===== src/rtl/neuron_layer_mac_if.sv =====
// Request/result bundle for neuron_layer_mac: latched operands in, one activated
// result per neuron out with valid/ready flow control.
interface neuron_layer_mac_if #(
    parameter int unsigned NUM_INPUTS  = 8,
    parameter int unsigned NUM_NEURONS = 4,
    parameter int unsigned X_W         = 8,
    parameter int unsigned W_W         = 8,
    parameter int unsigned B_W         = 32,
    parameter int unsigned OUT_W       = 16
);
    localparam int unsigned IDX_W = (NUM_NEURONS > 1) ? $clog2(NUM_NEURONS) : 1;

    logic                                in_valid;
    logic                                in_ready;
    logic [NUM_NEURONS*B_W-1:0]          bias_flat;
    logic [NUM_INPUTS*X_W-1:0]           x_flat;
    logic [NUM_NEURONS*NUM_INPUTS*W_W-1:0] w_flat;
    logic [1:0]                          act_sel;
    logic [NUM_INPUTS-1:0]               mask_flat;
    logic                                out_valid;
    logic                                out_ready;
    logic [OUT_W-1:0]                    out_data;
    logic [IDX_W-1:0]                    out_idx;
    logic                                out_last;
    logic                                out_sat;
    logic                                busy;

    modport master (
        output in_valid, bias_flat, x_flat, w_flat, act_sel, mask_flat, out_ready,
        input  in_ready, out_valid, out_data, out_idx, out_last, out_sat, busy
    );

    modport slave (
        input  in_valid, bias_flat, x_flat, w_flat, act_sel, mask_flat, out_ready,
        output in_ready, out_valid, out_data, out_idx, out_last, out_sat, busy
    );
endinterface


===== src/rtl/neuron_layer_mac.sv =====
// Multi-neuron fixed-point dot-product layer: LANES MACs per cycle over a shared input
// vector, per-neuron bias, masked-group skipping, round/saturate and runtime activation.
module neuron_layer_mac #(
    parameter int unsigned NUM_INPUTS  = 8,
    parameter int unsigned NUM_NEURONS = 4,
    parameter int unsigned LANES       = 2,
    parameter int unsigned X_W         = 8,
    parameter int unsigned W_W         = 8,
    parameter int unsigned B_W         = 32,
    parameter int unsigned OUT_W       = 16,
    parameter int unsigned X_FRAC      = 4,
    parameter int unsigned W_FRAC      = 4,
    parameter int unsigned B_FRAC      = 8,
    parameter int unsigned OUT_FRAC    = 8,
    parameter int unsigned GUARD_BITS  = 2
) (
    input logic               clk,
    input logic               rst_n,
    neuron_layer_mac_if.slave bus_io
);
    localparam int P_FRAC = int'(X_FRAC + W_FRAC);
    localparam int SH     = P_FRAC - int'(OUT_FRAC);
    localparam int BSH    = P_FRAC - int'(B_FRAC);
    localparam int G_MAX  = int'(NUM_INPUTS / LANES);
    localparam int IDX_W  = (NUM_NEURONS > 1) ? $clog2(NUM_NEURONS) : 1;
    localparam int GRP_W  = $clog2(G_MAX + 1);
    localparam int PROD_W = int'(X_W + W_W);
    localparam int ACC_A  = PROD_W + $clog2(NUM_INPUTS) + int'(GUARD_BITS);
    localparam int ACC_B  = int'(B_W) + BSH + 1;
    localparam int ACC_W  = (ACC_A > ACC_B) ? ACC_A : ACC_B;
    localparam int RND_W  = ACC_W + 1;

    localparam logic signed [RND_W-1:0] RND_C   = (RND_W'(1) << SH) >> 1;
    localparam logic signed [RND_W-1:0] OUT_MAX = RND_W'(2 ** (OUT_W - 1) - 1);
    localparam logic signed [RND_W-1:0] OUT_MIN = RND_W'(-(2 ** (OUT_W - 1)));
    localparam logic signed [OUT_W-1:0] HT_MAX  = OUT_W'(2 ** OUT_FRAC);
    localparam logic signed [OUT_W-1:0] HT_MIN  = OUT_W'(-(2 ** OUT_FRAC));
    localparam logic [IDX_W-1:0]        LAST_N  = IDX_W'(NUM_NEURONS - 1);

    typedef enum logic [1:0] {StIdle, StMac, StAct, StOut} state_e;

    state_e state_q, state_d;

    logic [NUM_INPUTS*X_W-1:0]             x_q, x_d;
    logic [NUM_NEURONS*NUM_INPUTS*W_W-1:0] w_q, w_d;
    logic [NUM_NEURONS*B_W-1:0]            bias_q, bias_d;
    logic [1:0]                            act_q, act_d;
    logic [NUM_INPUTS-1:0]                 mask_q, mask_d;
    logic [IDX_W-1:0]                      n_q, n_d;
    logic [GRP_W-1:0]                      grp_q, grp_d;
    logic signed [ACC_W-1:0]               acc_q, acc_d;
    logic [OUT_W-1:0]                      out_data_q, out_data_d;
    logic [IDX_W-1:0]                      out_idx_q, out_idx_d;
    logic                                  out_last_q, out_last_d;
    logic                                  out_sat_q, out_sat_d;

    logic [G_MAX-1:0]         grp_act;
    logic                     cur_found, more;
    logic [GRP_W-1:0]         cur_grp;
    logic signed [PROD_W-1:0] prod [LANES];
    logic signed [ACC_W-1:0]  lane_sum;
    logic [IDX_W-1:0]         n_nxt;
    logic signed [B_W-1:0]    bias_sel;
    logic signed [ACC_W-1:0]  bias_ext;
    logic signed [RND_W-1:0]  rnd, shr;
    logic signed [OUT_W-1:0]  sat_v, act_v;
    logic                     sat_c, act_sat;

    // Pick the first active group at or after the cursor; 'more' says another one follows.
    always_comb begin
        cur_found = 1'b0;
        cur_grp   = '0;
        more      = 1'b0;
        for (int g = 0; g < G_MAX; g++) begin
            grp_act[g] = |mask_q[g*LANES +: LANES];
            if (grp_act[g] && (g >= int'(grp_q))) begin
                if (!cur_found) begin
                    cur_found = 1'b1;
                    cur_grp   = GRP_W'(g);
                end else begin
                    more = 1'b1;
                end
            end
        end
    end

    always_comb begin
        lane_sum = '0;
        for (int l = 0; l < LANES; l++) begin
            prod[l] = '0;
            if (mask_q[int'(cur_grp) * LANES + l]) begin
                prod[l] = $signed(x_q[(int'(cur_grp) * LANES + l) * X_W +: X_W]) *
                          $signed(w_q[(int'(n_q) * NUM_INPUTS + int'(cur_grp) * LANES + l) * W_W
                                      +: W_W]);
            end
            lane_sum = lane_sum + ACC_W'(prod[l]);
        end
    end

    always_comb begin
        n_nxt    = n_q + IDX_W'(1);
        bias_sel = (state_q == StIdle) ? bus_io.bias_flat[B_W-1:0]
                                       : bias_q[int'(n_nxt) * B_W +: B_W];
        bias_ext = ACC_W'(bias_sel) <<< BSH;
    end

    // Round half up, saturate to OUT_W, then apply the selected activation.
    always_comb begin
        rnd   = RND_W'(acc_q) + RND_C;
        shr   = rnd >>> SH;
        sat_c = 1'b0;
        if (shr > OUT_MAX) begin
            sat_v = OUT_MAX[OUT_W-1:0];
            sat_c = 1'b1;
        end else if (shr < OUT_MIN) begin
            sat_v = OUT_MIN[OUT_W-1:0];
            sat_c = 1'b1;
        end else begin
            sat_v = shr[OUT_W-1:0];
        end
        act_v   = sat_v;
        act_sat = sat_c;
        case (act_q)
            2'd1: if (sat_v < 0) act_v = '0;
            2'd2: if (sat_v < 0) act_v = sat_v >>> 3;
            2'd3: begin
                if (sat_v > HT_MAX) begin
                    act_v   = HT_MAX;
                    act_sat = 1'b1;
                end else if (sat_v < HT_MIN) begin
                    act_v   = HT_MIN;
                    act_sat = 1'b1;
                end
            end
            default: ;
        endcase
    end

    always_ff @(posedge clk or negedge rst_n) begin
        if (!rst_n) begin
            state_q <= StIdle;
        end else begin
            state_q <= state_d;
        end
    end

    always_comb begin
        state_d = state_q;
        unique case (state_q)
            StIdle: if (bus_io.in_valid) state_d = StMac;
            StMac:  if (!cur_found || !more) state_d = StAct;
            StAct:  state_d = StOut;
            StOut:  if (bus_io.out_ready) state_d = out_last_q ? StIdle : StMac;
            default: state_d = StIdle;
        endcase
    end

    always_comb begin
        bus_io.in_ready  = (state_q == StIdle);
        bus_io.busy      = (state_q != StIdle);
        bus_io.out_valid = (state_q == StOut);
        bus_io.out_data  = out_data_q;
        bus_io.out_idx   = out_idx_q;
        bus_io.out_last  = out_last_q;
        bus_io.out_sat   = out_sat_q;
    end

    always_comb begin
        x_d        = x_q;
        w_d        = w_q;
        bias_d     = bias_q;
        act_d      = act_q;
        mask_d     = mask_q;
        n_d        = n_q;
        grp_d      = grp_q;
        acc_d      = acc_q;
        out_data_d = out_data_q;
        out_idx_d  = out_idx_q;
        out_last_d = out_last_q;
        out_sat_d  = out_sat_q;
        unique case (state_q)
            StIdle: begin
                if (bus_io.in_valid) begin
                    x_d    = bus_io.x_flat;
                    w_d    = bus_io.w_flat;
                    bias_d = bus_io.bias_flat;
                    act_d  = bus_io.act_sel;
                    mask_d = bus_io.mask_flat;
                    n_d    = '0;
                    grp_d  = '0;
                    acc_d  = bias_ext;
                end
            end
            StMac: begin
                if (cur_found) begin
                    acc_d = acc_q + lane_sum;
                    grp_d = cur_grp + GRP_W'(1);
                end
            end
            StAct: begin
                out_data_d = act_v;
                out_idx_d  = n_q;
                out_last_d = (n_q == LAST_N);
                out_sat_d  = act_sat;
            end
            StOut: begin
                if (bus_io.out_ready && !out_last_q) begin
                    n_d   = n_nxt;
                    grp_d = '0;
                    acc_d = bias_ext;
                end
            end
            default: ;
        endcase
    end

    always_ff @(posedge clk or negedge rst_n) begin
        if (!rst_n) begin
            x_q        <= '0;
            w_q        <= '0;
            bias_q     <= '0;
            act_q      <= '0;
            mask_q     <= '0;
            n_q        <= '0;
            grp_q      <= '0;
            acc_q      <= '0;
            out_data_q <= '0;
            out_idx_q  <= '0;
            out_last_q <= 1'b0;
            out_sat_q  <= 1'b0;
        end else begin
            x_q        <= x_d;
            w_q        <= w_d;
            bias_q     <= bias_d;
            act_q      <= act_d;
            mask_q     <= mask_d;
            n_q        <= n_d;
            grp_q      <= grp_d;
            acc_q      <= acc_d;
            out_data_q <= out_data_d;
            out_idx_q  <= out_idx_d;
            out_last_q <= out_last_d;
            out_sat_q  <= out_sat_d;
        end
    end
endmodule


===== src/flat_wrapper.sv =====
// flat-port wrapper written by rule: the top's interface ports become plain ports
module neuron_layer_mac_flat 
#(
    parameter int unsigned NUM_INPUTS  = 8,
    parameter int unsigned NUM_NEURONS = 4,
    parameter int unsigned LANES       = 2,
    parameter int unsigned X_W         = 8,
    parameter int unsigned W_W         = 8,
    parameter int unsigned B_W         = 32,
    parameter int unsigned OUT_W       = 16,
    parameter int unsigned X_FRAC      = 4,
    parameter int unsigned W_FRAC      = 4,
    parameter int unsigned B_FRAC      = 8,
    parameter int unsigned OUT_FRAC    = 8,
    parameter int unsigned GUARD_BITS  = 2
)
  (clk, rst_n, bus_io_in_valid, bus_io_bias_flat, bus_io_x_flat, bus_io_w_flat, bus_io_act_sel, bus_io_mask_flat, bus_io_out_ready, bus_io_in_ready, bus_io_out_valid, bus_io_out_data, bus_io_out_idx, bus_io_out_last, bus_io_out_sat, bus_io_busy);
  neuron_layer_mac_if #(.NUM_INPUTS(NUM_INPUTS), .NUM_NEURONS(NUM_NEURONS), .X_W(X_W), .W_W(W_W), .B_W(B_W), .OUT_W(OUT_W)) bus_io_i ();
  input logic clk;
  input logic rst_n;
  input wire logic [$bits(bus_io_i.in_valid)-1:0] bus_io_in_valid;
  input wire logic [$bits(bus_io_i.bias_flat)-1:0] bus_io_bias_flat;
  input wire logic [$bits(bus_io_i.x_flat)-1:0] bus_io_x_flat;
  input wire logic [$bits(bus_io_i.w_flat)-1:0] bus_io_w_flat;
  input wire logic [$bits(bus_io_i.act_sel)-1:0] bus_io_act_sel;
  input wire logic [$bits(bus_io_i.mask_flat)-1:0] bus_io_mask_flat;
  input wire logic [$bits(bus_io_i.out_ready)-1:0] bus_io_out_ready;
  output wire logic [$bits(bus_io_i.in_ready)-1:0] bus_io_in_ready;
  output wire logic [$bits(bus_io_i.out_valid)-1:0] bus_io_out_valid;
  output wire logic [$bits(bus_io_i.out_data)-1:0] bus_io_out_data;
  output wire logic [$bits(bus_io_i.out_idx)-1:0] bus_io_out_idx;
  output wire logic [$bits(bus_io_i.out_last)-1:0] bus_io_out_last;
  output wire logic [$bits(bus_io_i.out_sat)-1:0] bus_io_out_sat;
  output wire logic [$bits(bus_io_i.busy)-1:0] bus_io_busy;
  assign bus_io_i.in_valid = bus_io_in_valid;
  assign bus_io_i.bias_flat = bus_io_bias_flat;
  assign bus_io_i.x_flat = bus_io_x_flat;
  assign bus_io_i.w_flat = bus_io_w_flat;
  assign bus_io_i.act_sel = bus_io_act_sel;
  assign bus_io_i.mask_flat = bus_io_mask_flat;
  assign bus_io_i.out_ready = bus_io_out_ready;
  assign bus_io_in_ready = bus_io_i.in_ready;
  assign bus_io_out_valid = bus_io_i.out_valid;
  assign bus_io_out_data = bus_io_i.out_data;
  assign bus_io_out_idx = bus_io_i.out_idx;
  assign bus_io_out_last = bus_io_i.out_last;
  assign bus_io_out_sat = bus_io_i.out_sat;
  assign bus_io_busy = bus_io_i.busy;
  neuron_layer_mac #(.NUM_INPUTS(NUM_INPUTS), .NUM_NEURONS(NUM_NEURONS), .LANES(LANES), .X_W(X_W), .W_W(W_W), .B_W(B_W), .OUT_W(OUT_W), .X_FRAC(X_FRAC), .W_FRAC(W_FRAC), .B_FRAC(B_FRAC), .OUT_FRAC(OUT_FRAC), .GUARD_BITS(GUARD_BITS)) u_core (.clk(clk), .rst_n(rst_n), .bus_io(bus_io_i));
endmodule

===== config.mk =====
export PLATFORM = sky130hd
export DESIGN_NAME = neuron_layer_mac_flat
export DESIGN_NICKNAME = d
export VERILOG_FILES = /design/src/rtl/neuron_layer_mac_if.sv /design/src/rtl/neuron_layer_mac.sv /design/src/flat_wrapper.sv
export SDC_FILE = /design/constraint.sdc
export NUM_CORES = 1
export LEC_CHECK = 0
export BUFFER_PORTS_ARGS = -buffer_cell sky130_fd_sc_hd__buf_4
export CAP_MARGIN = 20
export CELL_PAD_IN_SITES_DETAIL_PLACEMENT = 1
export CELL_PAD_IN_SITES_GLOBAL_PLACEMENT = 1
export CORE_ASPECT_RATIO = 1.75
export CORE_UTILIZATION = 40
export CTS_BUF_LIST = sky130_fd_sc_hd__clkbuf_8
export DETAILED_ROUTE_END_ITERATION = 12
export GPL_TIMING_DRIVEN = 0
export PLACE_DENSITY = 0.72
export SLEW_MARGIN = 15
export SYNTH_ARGS = -nofsm -noshare
export SYNTH_HDL_FRONTEND = slang
export SYNTH_SLANG_ARGS = --single-unit

===== constraint.sdc =====
create_clock -name clk -period 11.9 [get_ports clk]
set_input_delay 1.785 -clock clk [delete_from_list [all_inputs] [get_ports clk]]
set_output_delay 1.785 -clock clk [all_outputs]
set_load 0.005 [all_outputs]

-- Yosys cells after proc, flatten, opt, wreduce, memory -nomap -nowiden
Index checks and enable logic that the tools add are counted.
- register bits: 518
- add/sub/neg operators: 7
- equal/unequal tests: 12
- multiply operators: 2
- mux-type cells: 51
- shifts and indexed selects: 5
- order comparisons: 11
- reduce and logical (&&, ||, !) cells: 21
- operators with widths (cell ; count):
    $shiftx 256x10->8 ; 1
    $shiftx 256x33->8 ; 1
    $shiftx 128x8->32 ; 1
    $mux 16 ; 7
    $mux 33 ; 3
    $pmux 33 s3 ; 1
    $shiftx 64x8->8 ; 1
    $shiftx 64x9->8 ; 1
    $pmux 16 s3 ; 1
    $add 33x17->33 ; 1
    $gt 33x16->1 const B ; 1
    $lt 33x16->1 const B ; 1
    $lt 32x4->1 const B ; 1
    $mul 8x8->16 ; 2
    $mux 32 ; 1
    $add 29x1->29 const B ; 1
    $mux 3 ; 8
    $mux 1 ; 19
    $add 16x16->17 ; 1
    $gt 16x10->1 const B ; 1
    $lt 16x1->1 const B ; 1
    $lt 16x9->1 const B ; 1
    $mux 15 ; 1
    $eq 2x2->1 const B ; 5
    26 further kinds ; 47

-- Longest topological paths before layout
- word-level depth: 18
- mapped depth: 44
- gate-level depth less buffers: 40

-- Worst setup path before layout
No wires, ideal clock.
- path kind: register -> register
- start point: reg u_core.grp_q[2]
- end point: reg u_core.acc_q[28]
- library setup time: 0.122 ns
- data required time: 11.778 ns
- cell stages (with the launch flop): 41
- arrival time: 9.608 ns
- period minus slack after synthesis: 9.730 ns
- slack: 2.170 ns
- cell sequence: dfrtp_1 -> nor3_1 -> o21ai_1 -> o31a_2 -> o21ai_2 -> inv_4 -> buf_2 -> buf_2 -> nand2_1 -> a31oi_1 -> mux4_2 -> and2_1 -> fa_1 -> inv_1 -> fa_1 -> inv_1 -> fa_1 -> inv_1 -> (+5 left out) -> a21oi_1 -> o21bai_1 -> a211o_1 -> a2111oi_0 -> nor3_1 -> and3b_1 -> fa_1 -> ha_1 -> clkbuf_1 -> a21oi_1 -> o21ai_0 -> a221o_1 -> a21o_1 -> o21ai_0 -> a21oi_1 -> o41ai_1 -> mux2i_1 -> nand2_1
- word-level cells in the longest chain between the ends: 18
- elaborated cells on any way between the ends: 39
- classes of those cells: add/sub: 5; mul: 2; order compare: 4; eq/ne: 1; shift: 4; mux: 18; reduce/logical: 5
- ends and longest elaborated chain (item ; line ; source):
    start: declaration ; neuron_layer_mac.sv:50 ; logic [GRP_W-1:0] grp_q, grp_d;
    start signal: assignment ; neuron_layer_mac.sv:238 ; grp_q <= grp_d;
    $ge 1x3->1 ; neuron_layer_mac.sv:76 ; if (grp_act[g] && (g >= int'(grp_q))) begin
    $logic_and 1x1->1 ; neuron_layer_mac.sv:76 ;
    $mux 1 ; neuron_layer_mac.sv:76 ;
    $mux 1 ; neuron_layer_mac.sv:77 ; if (!cur_found) begin
    $mux 3 ; neuron_layer_mac.sv:76 ;
    $mux 3 ; neuron_layer_mac.sv:77 ;
    $mux 3 ; neuron_layer_mac.sv:76 ;
    $mux 3 ; neuron_layer_mac.sv:77 ;
    (+2 left out) ; -- ;
    $add 29x1->29 ; neuron_layer_mac.sv:93 ; $signed(w_q[(int'(n_q) * NUM_INPUTS + int'(cur_grp) * LANES + l) * W_W
    $shiftx 256x33->8 ; neuron_layer_mac.sv:93 ;
    $mul 8x8->16 ; neuron_layer_mac.sv:92 ; prod[l] = $signed(x_q[(int'(cur_grp) * LANES + l) * X_W +: X_W]) *
    $mux 16 ; neuron_layer_mac.sv:91 ; if (mask_q[int'(cur_grp) * LANES + l]) begin
    $add 16x16->17 ; neuron_layer_mac.sv:96 ; lane_sum = lane_sum + ACC_W'(prod[l]);
    $add 33x17->33 ; neuron_layer_mac.sv:196 ; acc_d = acc_q + lane_sum;
    $mux 33 ; neuron_layer_mac.sv:195 ; if (cur_found) begin
    $pmux 33 s3 ; neuron_layer_mac.sv:181 ; unique case (state_q)
    end signal: assignment ; neuron_layer_mac.sv:226 ; acc_q <= '0;
    end signal: assignment ; neuron_layer_mac.sv:239 ; acc_q <= acc_d;
    end: declaration ; neuron_layer_mac.sv:51 ; logic signed [ACC_W-1:0] acc_q, acc_d;
Several ways; a longest one is shown, not always the timed one. The select of a mux whose other input is x is not followed.
A chain may end at the register's enable or synchronous reset.

-- Worst setup path in the final report
- start point: reg u_core.mask_q[5]
- end point: reg u_core.acc_q[28]
- word-level cells in the longest chain between the ends: 14
- elaborated cells on any way between the ends: 28
- classes of those cells: add/sub: 5; mul: 2; eq/ne: 1; shift: 4; mux: 13; reduce/logical: 3
- ends and longest elaborated chain (item ; line ; source):
    start: declaration ; neuron_layer_mac.sv:48 ; logic [NUM_INPUTS-1:0] mask_q, mask_d;
    start signal: assignment ; neuron_layer_mac.sv:236 ; mask_q <= mask_d;
    $reduce_or 2->1 ; neuron_layer_mac.sv:75 ; grp_act[g] = |mask_q[g*LANES +: LANES];
    $logic_and 1x1->1 ; neuron_layer_mac.sv:76 ;
    $mux 3 / $mux 1 (equally long branches) ; neuron_layer_mac.sv:76 ;
    $mux 3 ; neuron_layer_mac.sv:77 ;
    $mux 3 ; neuron_layer_mac.sv:76 ;
    $add 5x4->6 ; neuron_layer_mac.sv:93 ;
    $add 29x1->29 ; neuron_layer_mac.sv:93 ;
    $shiftx 256x33->8 ; neuron_layer_mac.sv:93 ;
    $mul 8x8->16 ; neuron_layer_mac.sv:92 ;
    $mux 16 ; neuron_layer_mac.sv:91 ;
    $add 16x16->17 ; neuron_layer_mac.sv:96 ;
    $add 33x17->33 ; neuron_layer_mac.sv:196 ;
    $mux 33 ; neuron_layer_mac.sv:195 ;
    $pmux 33 s3 ; neuron_layer_mac.sv:181 ;
Several ways; a longest one is shown, not always the timed one. The select of a mux whose other input is x is not followed.

==> impl_summary.md <==
Setup path
STA classifies the critical path startpoint as a flop. On the critical path, the stage with the largest delay is an instance of mux4_2. The maximum fanout along the worst path is 18. The kind of critical path is flop to flop.

In this design, the stage delay of the slowest critical-path cell is 0.70 ns. At the worst endpoint, the required time is 12.58 ns. Data on the critical path arrives at its endpoint at 12.15 ns. The kind of capture point of the worst setup path is a flop.

CTS
The CTS tree is yes. In this run, CTS created clock tree buffers numbering 84. The number of H-tree levels is 3. The tree is rooted in a clkbuf_8. The clock reaches the later pin of the worst-skew pair after 0.79 ns. The clock passes through at most 3 buffers. The number of hold-repair buffers added at the cts stage is 0. After clock tree synthesis, the clock-pin slew on the worst setup and hold paths is roughly 0.070 ns. The clock net in this run drives a total of around 520 sinks.

Floorplan
The row count is 136. The die covers 0.0807 sq mm. The die boundary width is approximately 220 microns. The die span in y is roughly 380 microns. The placeable core area is between 0.07 and 0.08 sq mm. The number of placed I/O pins is approximately 490.

The initial utilization of the core area, before any placement, comes to 0.405.

Place
At the end of routability-driven placement, the weighted congestion stood at about 0.92. OpenSTA, run right after detailed placement, puts the worst setup slack at -0.417 ns. Once placement completed, the tool counted placed cells totaling roughly 4500. The total cell area at the placement stage is approximately 0.037 sq mm. The total of buffers placed on input and output ports is between 400 and 500.

Detailed placement ended at an HPWL of roughly 96000 microns.

Global route
In the global route stage, overall resource usage came out at 0.304. The number of antenna violations at the first check in global routing is 8. The final global-route overflow total is 0. The first-pass GRT wire length is approximately 180000 microns. Entering global routing, the biggest net connects 100 pins. The via count of the first global-routing pass is about 29000.

Synthesis
Of the post-synthesis cell area, the dominant cell type holds 0.408. Counting instances in the post-synthesis netlist gives the leading cell types as dfrtp_1 (518), nand2_1 (486), mux2_2 (463), inv_1 (246), fa_1 (145). Counting distinct cell types in the post-synthesis netlist gives 82.

For this run, the leading register cell type out of synthesis is dfrtp_1. The most frequent cell after synthesis is dfrtp_1. A synthesized cell averages approximately 11 sq um. By area the synthesized netlist is led by dfrtp_1 (41%), mux2_2 (16%), fa_1 (9.1%).

Yosys printed 0 warnings. The number of standard cells after synthesis is approximately 3000. The post-synthesis cell area is ~0.032 sq mm.

The fraction of the yosys area taken by sequential cells is 0.408. The number of nets handed over by synthesis was approximately 3600. Of all flip-flops after synthesis, the portion carrying an async set or reset was 1.00. Counting flops with a built-in enable in the synthesized netlist gives 0.

The synthesized design contains 518 register bits. The biggest area contributor in the post-synthesis netlist is dfrtp_1.

Routing
The number of vias in the routed layout is roughly 26000. For this block, the initial DRC count from the detailed router was 1277. The average via count per standard cell is about 5.5. The detailed-route DRC error count is 0. Dividing the detail-routed wire length by the instance count gives around 26 microns. The first detailed-routing pass took 7 iterations. The detail route stage leaves a number of antenna-violating nets equal to 0. After detailed routing, the total wire length is 121000 microns.

Layout
Relative to the synthesized area, the layout overhead comes to 22.0%. The count of placed standard cells in the final layout, fillers left out is 4635. At the end of the flow, the number of nets in the layout was around 4200. The utilization of the core after routing is 0.494. The share of cells above drive strength 1 is 0.337. The finished cells cover around 0.039 sq mm.

STA
The slew at the pin closest to its max-slew limit is about 1.3 ns. The share of the clock period used by the worst path is 0.964. The hold violation total from the final report is 0. The final worst-path setup slack is between 0.4 and 0.5 ns.

The number of slew-limit violations in the final report was 0. The clock tree skew after final layout is 0.0482 ns. The relative max-transition margin is 0.155. For this run, the top clock speed supported by timing is slightly below 90 MHz. The worst path needs approximately 11 ns of the cycle, external delays included. Setup repair after global routing left no endpoint under its margin. The setup-violating endpoint count in the final report is 0.

Run
Max-cap violations in this run came to 0.

Hold path
The tightest min-delay check is of the flop to flop type.

Run status
The flow ran to the end, and the final reports show no timing, DRC or antenna violations.
==> state kept, by name (all words and copies together), names as in the netlist <==
name and cells:
u_core.grp_q 3, u_core.w_q 256, u_core.act_q 2, u_core.mask_q 8, u_core.state_q 2, u_core.acc_q 33, u_core.bus_io.out_sat 1, u_core.x_q 64
u_core.bias_q 128, u_core.bus_io.out_idx 2, u_core.bus_io.out_data 16, u_core.bus_io.out_last 1, u_core.n_q 2
==> cell usage in the layout (no fill, tap or decap), drive strengths merged, types with 94 or more instances in the layout <==
master    n
dfrtp   518
nand2   486
clkbuf  202
fa      145
a31oi    94
ha       96
buf     551
inv     281
a21oi   117
mux2    463
==> metrics by stage <==
stage	hold slack [ns]	setup TNS (ns)
CTS	0.490	0
finish	0.482	0
floorplan	0.472	0
global placement	0.464	-2.36
global route	0.505	0
detailed placement	0.478	-1.07
==> layer usage <==
layer	vias to the layer above	global-route usage	part of all wire
met3	288	0.0664	0.058
li1	11247	-	-
met2	825	0.549	0.52
met1	13248	0.311	0.35
met5	-	0	0.00045
met4	8	0.205	0.071
==> worst paths after layout <==
kind | from | endpoint | depth (start not counted) | slack (ns)
max reg2reg | u_core.mask_q[5] | u_core.acc_q[28] | 39 | 0.42
max | u_core.mask_q[5] | u_core.acc_q[28] | 39 | 0.42
min | u_core.bus_io.out_data[2] | u_core.bus_io.out_data[2] | 1 | 0.48
min reg2reg | u_core.bus_io.out_data[2] | u_core.bus_io.out_data[2] | 1 | 0.48
max in group asynchronous | rst_n | u_core.x_q[59] | 4 | 8.97
min in group asynchronous | rst_n | u_core.bias_q[115] | 1 | 0.99
==> cell families after synthesis <==
family / Yosys count / share of synthesized area
compound gates: 379 / 0.0741
xor+xnor: 51 / 0.0140
fa+ha+maj: 241 / 0.129
buf+inv: 403 / 0.0518
flops: 518 / 0.408
mux: 524 / 0.202
simple gates: 830 / 0.121
==> area by class of cell <==
class / count / area [sq um]
inverters: 248 / 933
fillers: 8698 / 39800
well taps: 1035 / 1290
plain buffers: 155 / 719
repair buffers: 499 / 3880
flip-flops and latches: 518 / 13000
clock inverters: 50 / 374
multi-input cells: 2025 / 17300
clock buffers: 100 / 1380
diodes: 5 / 12.5
==> worst max-delay path: cells and delay by family, from the launching register on <==
kind / cells / cell delay (ns)
AO/OA/AOI/OAI: 17 / 4.66
adder cells (fa/ha/maj): 7 / 3.21
buffers and inverters: 8 / 1.27
multiplexers: 2 / 0.93
AND/OR/NAND/NOR: 5 / 0.79
flip-flops: 1 / 0.46
==> timing repair <==
item | CTS | global route
setup buffers | 0 | 7
gates resized for setup | 6 | 10
endpoints found under the setup margin | 5 | 5
Power is not shown: default switching activity piles up to over one toggle a cycle in this logic, so the estimate is an artifact.
